<file path="src/rtl/rst_seq.sv">
`timescale 1ns/1ps
// rst_seq -- reset sequencer for the core and laser I/O reset domains.
//
// Waits for the PLL to report lock, holds reset for STRETCH_CYCLES, then
// releases the core logic, then the laser I/O logic STAGE_GAP cycles later,
// and after another STAGE_GAP cycles raises seq_ready. Losing lock at any
// point restarts the whole sequence from WAIT_LOCK.
//
// Optional feature macro: RST_SEQ_WDOG_EN
//   Defined   : lock_timeout is a sticky flag that sets when lock has not been
//               seen for LOCK_TIMEOUT cycles in WAIT_LOCK; cleared by reset.
//   Undefined : lock_timeout is tied to 0.
//
// Ports:
//   clk          in   design clock
//   reset        in   asynchronous active-high reset
//   pll_locked   in   asynchronous PLL lock, synchronized internally
//   core_rst_n   out  core-logic reset, active-low (registered)
//   io_rst_n     out  laser I/O reset, active-low (registered)
//   seq_ready    out  sequence complete (registered)
//   lock_timeout out  sticky lock-wait watchdog flag (registered)
//   seq_state    out  current state encoding, for debug
module rst_seq #(
  parameter int STRETCH_CYCLES = 16,
  parameter int STAGE_GAP      = 4,
  parameter int LOCK_TIMEOUT   = 1024,
  parameter int CNT_W          = 16
) (
  input  logic       clk,
  input  logic       reset,
  input  logic       pll_locked,
  output logic       core_rst_n,
  output logic       io_rst_n,
  output logic       seq_ready,
  output logic       lock_timeout,
  output logic [2:0] seq_state
);

  typedef enum logic [2:0] {
    WAIT_LOCK = 3'd0,
    STRETCH   = 3'd1,
    CORE      = 3'd2,
    IO        = 3'd3,
    RUN       = 3'd4
  } state_t;

  localparam logic [CNT_W-1:0] STRETCH_LAST = CNT_W'(STRETCH_CYCLES - 1);
  localparam logic [CNT_W-1:0] GAP_LAST     = CNT_W'(STAGE_GAP - 1);
  localparam logic [CNT_W-1:0] CNT_MAX      = '1;

  logic             lock_meta;
  logic             lock_s;
  state_t           state;
  state_t           state_nxt;
  logic [CNT_W-1:0] cnt;
  logic [CNT_W-1:0] cnt_nxt;

  // Two-flop synchronizer for the asynchronous lock indication.
  // NOTE: sequential state is always assigned with <= so every flop samples
  // the pre-edge value of its neighbours; blocking here would collapse the
  // synchronizer into a single stage.
  always_ff @(posedge clk or posedge reset) begin
    if (reset) begin
      lock_meta <= 1'b0;
      lock_s    <= 1'b0;
    end else begin
      lock_meta <= pll_locked;
      lock_s    <= lock_meta;
    end
  end

  // Next-state and shared counter logic.
  // NOTE: every signal written here gets a default first, so no path can
  // leave it unassigned and infer a latch.
  always_comb begin
    state_nxt = state;
    cnt_nxt   = cnt + 1'b1;
    case (state)
      WAIT_LOCK: begin
        if (lock_s)              state_nxt = STRETCH;
        else if (cnt == CNT_MAX) cnt_nxt   = cnt;      // saturate
      end
      STRETCH: if (cnt == STRETCH_LAST) state_nxt = CORE;
      CORE:    if (cnt == GAP_LAST)     state_nxt = IO;
      IO:      if (cnt == GAP_LAST)     state_nxt = RUN;
      RUN:     cnt_nxt = cnt;                          // idle, nothing to time
      default: state_nxt = WAIT_LOCK;                  // unreachable encodings
    endcase
    // Lock loss outranks every other transition.
    if (state != WAIT_LOCK && !lock_s) state_nxt = WAIT_LOCK;
    if (state_nxt != state)            cnt_nxt   = '0;
  end

  // State, counter and outputs; outputs decode the next state so they move on
  // the same edge as the state itself.
  always_ff @(posedge clk or posedge reset) begin
    if (reset) begin
      state      <= WAIT_LOCK;
      cnt        <= '0;
      core_rst_n <= 1'b0;
      io_rst_n   <= 1'b0;
      seq_ready  <= 1'b0;
    end else begin
      state      <= state_nxt;
      cnt        <= cnt_nxt;
      core_rst_n <= (state_nxt == CORE) || (state_nxt == IO) || (state_nxt == RUN);
      io_rst_n   <= (state_nxt == IO) || (state_nxt == RUN);
      seq_ready  <= (state_nxt == RUN);
    end
  end

  assign seq_state = state;

`ifdef RST_SEQ_WDOG_EN
  localparam logic [CNT_W-1:0] TIMEOUT_LAST = CNT_W'(LOCK_TIMEOUT - 1);

  logic wdog_hit;
  assign wdog_hit = (state == WAIT_LOCK) && !lock_s && (cnt == TIMEOUT_LAST);

  // Sticky: only reset clears it, acquiring lock later does not.
  always_ff @(posedge clk or posedge reset) begin
    if (reset)         lock_timeout <= 1'b0;
    else if (wdog_hit) lock_timeout <= 1'b1;
  end
`else
  assign lock_timeout = 1'b0;
`endif

endmodule

</file>
<file path="config.mk">
export PLATFORM = sky130hd
export DESIGN_NAME = rst_seq
export DESIGN_NICKNAME = d
export VERILOG_FILES = /design/src/rtl/rst_seq.sv
export SDC_FILE = /design/constraint.sdc
export NUM_CORES = 1
export LEC_CHECK = 0
export ABC_CLOCK_PERIOD_IN_PS = 2540
export CAP_MARGIN = 10
export CORE_MARGIN = 2
export CORE_UTILIZATION = 50
export CTS_CLUSTER_SIZE = 16
export DETAILED_ROUTE_END_ITERATION = 12
export GPL_ROUTABILITY_DRIVEN = 1
export PLACE_DENSITY = 0.7
export SLEW_MARGIN = 20
export SYNTH_ARGS = -nofsm -noshare
export SYNTH_HDL_FRONTEND = slang
export SYNTH_SLANG_ARGS = --single-unit
</file>
<file path="constraint.sdc">
create_clock -name clk -period 2.54 [get_ports clk]
set_input_delay 0.762 -clock clk [delete_from_list [all_inputs] [get_ports clk]]
set_output_delay 0.762 -clock clk [all_outputs]
set_load 0.02 [all_outputs]
</file>
# Word-level counts from Yosys, hierarchy flattened

Index checks and enable logic that the tools add are counted.

Register bits: 24
Input port bits: 3
Word-level logic and storage cells: 39

Add/subtract/negate cells: 1
Eq/ne operators: 13
Muxes and demuxes: 10
Reductions and logical operators: 8

Operators with widths:

| cell                                                              | count |
|---|---|
| 16-bit two-way mux                                                | 3 |
| 16-bit one-hot mux with 2 select lines                            | 1 |
| 16-bit by 1-bit adder with 16-bit output (second input constant)  | 1 |
| 16-bit == test (second input constant)                            | 1 |
| 16-bit by 2-bit == test with 1-bit output (second input constant) | 1 |
| 16-bit by 4-bit == test with 1-bit output (second input constant) | 1 |
| 3-bit two-way mux                                                 | 5 |
| 3-bit one-hot mux with 5 select lines                             | 1 |
| 3-bit by 2-bit == test with 1-bit output (second input constant)  | 4 |
| 3-bit == test (second input constant)                             | 2 |
| 4-bit inequality test (second input constant)                     | 1 |
| 3-bit by 1-bit == test with 1-bit output (second input constant)  | 1 |
| 3-bit zero test                                                   | 1 |
| 1-bit logical OR                                                  | 3 |
| 3-bit inequality test                                             | 1 |
| 3-bit nonzero test                                                | 1 |
| 2-bit inequality test (second input constant)                     | 1 |
| 2-bit AND reduction                                               | 1 |
| 1-bit logical AND                                                 | 1 |
| 1-bit zero test                                                   | 1 |

# Logic depth before layout (Yosys ltp)

Depth after elaboration: 7
Gate-level depth with buffers: 7
Mapped depth without buffers: 6

# Least setup slack after synthesis

OpenSTA, ideal clock, no wires.

Kind: register to register
From: reg state[1], in the netlist seq_state[1]
To: reg cnt[1]
Arrival time: 1.720 ns
Setup slack: 0.685 ns
Stages on the path, launching flop included: 7
Period minus slack after synthesis: 1.855 ns
Cell sequence: dfrtp_1 buf_2 nor4b_2 nor4bb_1 a21o_1 mux2i_1 nor2_1

Cells in the longest elaborated chain, start to end: 6

Ends and longest elaborated chain:

| item                                                                                   | line   | text |
|---|---|---|
| from (decl)                                                                            | 53     | `state_t state;` |
| from (signal assigned)                                                                 | 104    | `state <= state_nxt;` |
| 3-bit == test, or another cell as far along                                            | 78     | `case (state)` |
| 3-bit one-hot mux with 5 select lines / 1-bit logical AND (equally long branches)      | 78, 90 |  |
| 3-bit two-way mux                                                                      | 90     | `if (state != WAIT_LOCK && !lock_s) state_nxt = WAIT_LOCK;` |
| 3-bit inequality test                                                                  | 91     | `if (state_nxt != state) cnt_nxt = '0;` |
| 4-bit inequality test (no source line) / 2-bit inequality test (equally long branches) | -      |  |
| 2-bit AND reduction (no source line)                                                   | -      |  |
| to (signal assigned)                                                                   | 105    | `cnt <= cnt_nxt;` |
| to (decl)                                                                              | 55     | `logic [CNT_W-1:0] cnt;` |

Parallel ways exist; a longest one is shown, timed or not.
A chain may end at the register's enable or synchronous reset.

# Worst setup path in the final report

From: reg state[1], in the netlist seq_state[1]
To: out seq_state[1]

RTL lines:

| item      | line | text |
|---|---|---|
| to (decl) | 36   | `output logic [2:0] seq_state` |

No word-level cell between the ends.

==> metrics.txt <==
# TYPE chip_impl_metric gauge
chip_impl_info{name="critical_path.reg2reg.endpoint",value="cnt[1]"} 1
chip_impl_metric{name="yosysSeqAreaShare",unit="%"} 45.0
chip_impl_metric{name="num-nets-final",unit=""} 144
chip_impl_metric{name="ctsHoldBuffers",unit=""} 0
chip_impl_metric{name="cts_setup_buffers",unit=""} 0
chip_impl_info{name="r2r_start",value="seq_state[1]"} 1
chip_impl_info{name="rsz0062_at_grt",value="false"} 1
chip_impl_metric{name="totalPowerFinal",unit="mW"} 0.718
chip_impl_metric{name="fillers",unit=""} 214
chip_impl_metric{name="die_width",unit="um"} 55.7
chip_impl_info{name="path_cells",value="clkdlybuf4s50_1"} 1
chip_impl_metric{name="finalCriticalPeriod",unit="ns"} 2.33
chip_impl_metric{name="worst_slew_pin_slew",unit="ns"} 0.667
chip_impl_metric{name="drive_above_1_share",unit="%"} 17.3
chip_impl_metric{name="grt-ovfl-total",unit=""} 0
chip_impl_info{name="hold_class",value="reg2reg"} 1
chip_impl_metric{name="syn-num-nets",unit=""} 132
chip_impl_metric{name="hold_depth",unit=""} 0
chip_impl_metric{name="data_required_critical_path",unit="ns"} 1.78
chip_impl_metric{name="critical_path_buf_inv_count",unit=""} 1
chip_impl_metric{name="clock_power_share",unit="%"} 37.7
chip_impl_metric{name="detailedPlace.worstSlack",unit="ns"} 0.565
chip_impl_metric{name="combinational_fraction_of_design_power",unit="%"} 7.0
chip_impl_metric{name="finalMaxSlewViolations",unit=""} 0
chip_impl_metric{name="net-switching-power",unit="mW"} 0.152
chip_impl_metric{name="start_util",unit="%"} 53.4
chip_impl_metric{name="finalHoldViolCount",unit=""} 0
chip_impl_metric{name="maximum_capacitance_violations",unit=""} 0
chip_impl_metric{name="ctsResizeCount",unit=""} 0
chip_impl_info{name="cts_tree",value="yes"} 1
chip_impl_metric{name="syn_area",unit="um^2"} 1340
chip_impl_metric{name="synth.distinct_cells",unit=""} 43
chip_impl_info{name="hp-start",value="lock_meta"} 1
chip_impl_metric{name="mapped_cells",unit=""} 128
chip_impl_metric{name="finalClockSkew",unit="ns"} 0.00474
chip_impl_metric{name="global_route.usage.total",unit="%"} 17.6
chip_impl_metric{name="layout_setup_ws",unit="ns"} 0.208
chip_impl_metric{name="layout-area-overhead-vs-synth",unit="%"} 12.1
chip_impl_info{name="timing.critical_path.to_type",value="output port"} 1
chip_impl_metric{name="clkSinkCount",unit=""} 24
chip_impl_metric{name="syn_avg_cell_area",unit="um^2"} 10.4
chip_impl_metric{name="io-pin-count",unit=""} 10
chip_impl_metric{name="via_count",unit=""} 952
chip_impl_metric{name="die_h",unit="um"} 55.7
chip_impl_info{name="outcome",value="finished, final reports clean"} 1
chip_impl_metric{name="grt_pass1_wl",unit="mm"} 4.34
chip_impl_info{name="ys.flop_type",value="sky130_fd_sc_hd__dfrtp_1"} 1
chip_impl_metric{name="diodes",unit=""} 0
chip_impl_metric{name="first_global_vias",unit=""} 935
chip_impl_info{name="cts_root_buf",value="sky130_fd_sc_hd__clkbuf_4"} 1
chip_impl_metric{name="seq_area",unit="um^2"} 601
chip_impl_metric{name="drtAntennaViolNets",unit=""} 0
chip_impl_metric{name="async_flop_share",unit="%"} 100
chip_impl_metric{name="avgRoutedWirePerCell",unit="um"} 14.0
chip_impl_metric{name="design.die.area",unit="um^2"} 3100
chip_impl_metric{name="place_congestion",unit=""} 0.777
chip_impl_metric{name="route.detailed.vias_per_inst",unit=""} 5.63
chip_impl_metric{name="critPathMaxStageDelay",unit="ns"} 0.67
chip_impl_metric{name="ys_ff_latch",unit=""} 24
chip_impl_metric{name="core_region_area",unit="um^2"} 2500
chip_impl_metric{name="multiInputGateArea",unit="um^2"} 696
chip_impl_metric{name="numCtsBuffers",unit=""} 3
chip_impl_metric{name="place_hpwl",unit="mm"} 1.76
chip_impl_metric{name="synth.yosys.warnings",unit=""} 0
chip_impl_metric{name="cts-htree-levels",unit=""} 1
chip_impl_metric{name="max-clock-path-buffers",unit=""} 2
chip_impl_metric{name="timing.fmax",unit="MHz"} 429
chip_impl_info{name="critical_path.startpoint_type",value="register"} 1
chip_impl_info{name="crit_family",value="buffers and inverters"} 1
chip_impl_metric{name="peakVddDrop",unit="V"} 0.000456
chip_impl_metric{name="setup_viol",unit=""} 0
chip_impl_metric{name="power_dens_cells",unit="nW/um^2"} 480
chip_impl_metric{name="sw_frac_of_total",unit="%"} 21.1
chip_impl_info{name="timing.critical_path.slowest_stage_cell",value="sky130_fd_sc_hd__clkdlybuf4s50_1"} 1
chip_impl_metric{name="worstPathMaxFanout",unit=""} 10
chip_impl_metric{name="worst_r2r_path_depth",unit=""} 5
chip_impl_metric{name="worst_skew_pair.late_latency",unit="ns"} 0.32
chip_impl_metric{name="post-route-period-util",unit="%"} 91.8
chip_impl_metric{name="final_core_utilization",unit="%"} 59.9
chip_impl_metric{name="grt_antenna_before_repair",unit=""} 0
chip_impl_metric{name="critPathArrivalTime",unit="ns"} 1.57
chip_impl_metric{name="port_buf_inserts",unit=""} 8
chip_impl_metric{name="totalWireLength",unit="mm"} 2.37
chip_impl_metric{name="largest_net_degree_at_the_start_of_global_routing",unit=""} 25
chip_impl_metric{name="drc_errors",unit=""} 0
chip_impl_metric{name="rows",unit=""} 18
chip_impl_info{name="whs_endpoint",value="lock_s"} 1
chip_impl_metric{name="slew-limit-headroom",unit="%"} 55.2
chip_impl_metric{name="number_of_enable_type_register_cells_in_the_synthesized_netlist",unit=""} 0
chip_impl_info{name="critPathKind",value="reg2out"} 1
chip_impl_metric{name="power.static_leakage",unit="nW"} 0.621
chip_impl_metric{name="timing.setup.tns",unit="ns"} 0
chip_impl_metric{name="reg2reg_setup_slack",unit="ns"} 0.53
chip_impl_metric{name="sequentialPowerShare",unit="%"} 55.3
chip_impl_metric{name="worst_setup_hold_path_clk_slew",unit="ns"} 0.12
chip_impl_metric{name="detailedRoute.firstIterationViolations",unit=""} 14
chip_impl_metric{name="internal-power",unit="mW"} 0.567
chip_impl_metric{name="firstDrtPassIters",unit=""} 4
## how the worst max path moves through the flow
stage / to / startpoint / slack (ns) / cells after the start
after floorplan: cnt[1] / seq_state[1] / 0.68 / 6
after global placement: seq_state[1] / seq_state[1] / 0.57 / 1
after detailed placement: seq_state[1] / seq_state[1] / 0.57 / 1
after CTS: seq_state[1] / seq_state[1] / 0.19 / 1
after global routing: seq_state[1] / seq_state[1] / 0.13 / 1
final: seq_state[1] / seq_state[1] / 0.21 / 1
## final cells by class
| class | instances | area share, % |
|---|---|---|
| clock buffers | 3 | 1.51 |
| multi-input cells | 97 | 46.5 |
| clock inverters | 1 | 2.01 |
| repair buffers | 10 | 6.35 |
| inverters | 4 | 1.00 |
| well taps | 30 | 2.51 |
| flip-flops and latches | 24 | 40.1 |
## cells in the mapped netlist, types with 3 or more instances
| library cell | number | area (um^2) |
|---|---|---|
| sky130_fd_sc_hd__nor2_2 | 10 | 62.6 |
| sky130_fd_sc_hd__a21oi_1 | 5 | 25.0 |
| sky130_fd_sc_hd__nand3_1 | 5 | 25.0 |
| sky130_fd_sc_hd__nor2b_1 | 4 | 25.0 |
| sky130_fd_sc_hd__nor4_2 | 3 | 37.5 |
| sky130_fd_sc_hd__o2111ai_1 | 3 | 26.3 |
| sky130_fd_sc_hd__nand4_1 | 3 | 18.8 |
| sky130_fd_sc_hd__nor3_1 | 3 | 15.0 |
| sky130_fd_sc_hd__nand2_1 | 4 | 15.0 |
| sky130_fd_sc_hd__inv_1 | 4 | 15.0 |
| sky130_fd_sc_hd__o211ai_1 | 5 | 37.5 |
| sky130_fd_sc_hd__o21ai_0 | 3 | 15.0 |
| sky130_fd_sc_hd__xor2_1 | 11 | 96.3 |
| sky130_fd_sc_hd__nor2_1 | 8 | 30.0 |
| sky130_fd_sc_hd__dfrtp_1 | 24 | 601 |
## metrics by stage
step	area [um^2]	instances	hold WS (ns)
after floorplan	1340	128	0.331
after global placement	1440	165	0.339
after detailed placement	1440	165	0.347
after CTS	1500	169	0.378
after global routing	1500	169	0.381
final	1500	169	0.374
## cell families after synthesis
logic type | after synthesis | synth area share [%]
simple gates | 57 | 28.2
fa+ha+maj | 1 | 0.937
flops | 24 | 45.0
xor+xnor | 13 | 8.53
mux | 1 | 0.750
other cells | 1 | 0.281
compound gates | 24 | 13.4
buf+inv | 7 | 2.90
## registers in the layout, indices dropped and copies added (netlist names)
name,cells
cnt,16
core_rst_n,1
io_rst_n,1
lock_meta,1
lock_s,1
seq_ready,1
seq_state,3
## power by group through the flow
stage / clock network, mW / registers, mW / logic (mW)
6_report: 0.271 / 0.398 / 0.0502
5_1_grt: 0.295 / 0.399 / 0.0569
4_1_cts: 0.281 / 0.398 / 0.0509
3_5_place_dp: 0 / 0.405 / 0.0506
3_3_place_gp: 0 / 0.405 / 0.0504
2_1_floorplan: 0 / 0.404 / 0.0389
## layout by cell type, fill, tap and decap left out, types with 2 or more instances in the layout
| master | instances |
|---|---|
| sky130_fd_sc_hd__a21oi_1 | 5 |
| sky130_fd_sc_hd__and2_1 | 2 |
| sky130_fd_sc_hd__and3_1 | 2 |
| sky130_fd_sc_hd__and4_1 | 2 |
| sky130_fd_sc_hd__buf_4 | 2 |
| sky130_fd_sc_hd__clkbuf_4 | 3 |
| sky130_fd_sc_hd__clkdlybuf4s50_1 | 8 |
| sky130_fd_sc_hd__dfrtp_1 | 24 |
| sky130_fd_sc_hd__inv_1 | 4 |
| sky130_fd_sc_hd__nand2_1 | 4 |
| sky130_fd_sc_hd__nand3_1 | 5 |
| sky130_fd_sc_hd__nand4_1 | 3 |
| sky130_fd_sc_hd__nor2_1 | 8 |
| sky130_fd_sc_hd__nor2_2 | 10 |
| sky130_fd_sc_hd__nor2b_1 | 4 |
| sky130_fd_sc_hd__nor3_1 | 3 |
| sky130_fd_sc_hd__nor4_2 | 3 |
| sky130_fd_sc_hd__o2111ai_1 | 3 |
| sky130_fd_sc_hd__o211ai_1 | 5 |
| sky130_fd_sc_hd__o21ai_0 | 3 |
| sky130_fd_sc_hd__or3_1 | 2 |
| sky130_fd_sc_hd__xnor2_1 | 2 |
| sky130_fd_sc_hd__xor2_1 | 11 |
## layer usage
layer | global-route usage [%] | share of wire [%]
met5 | 0 | 0
met4 | 4.18 | 0.80
met3 | 4.88 | 2.8
met2 | 25.7 | 46
met1 | 25.9 | 50
No activity file was read; power rests on OpenSTA's default activity.
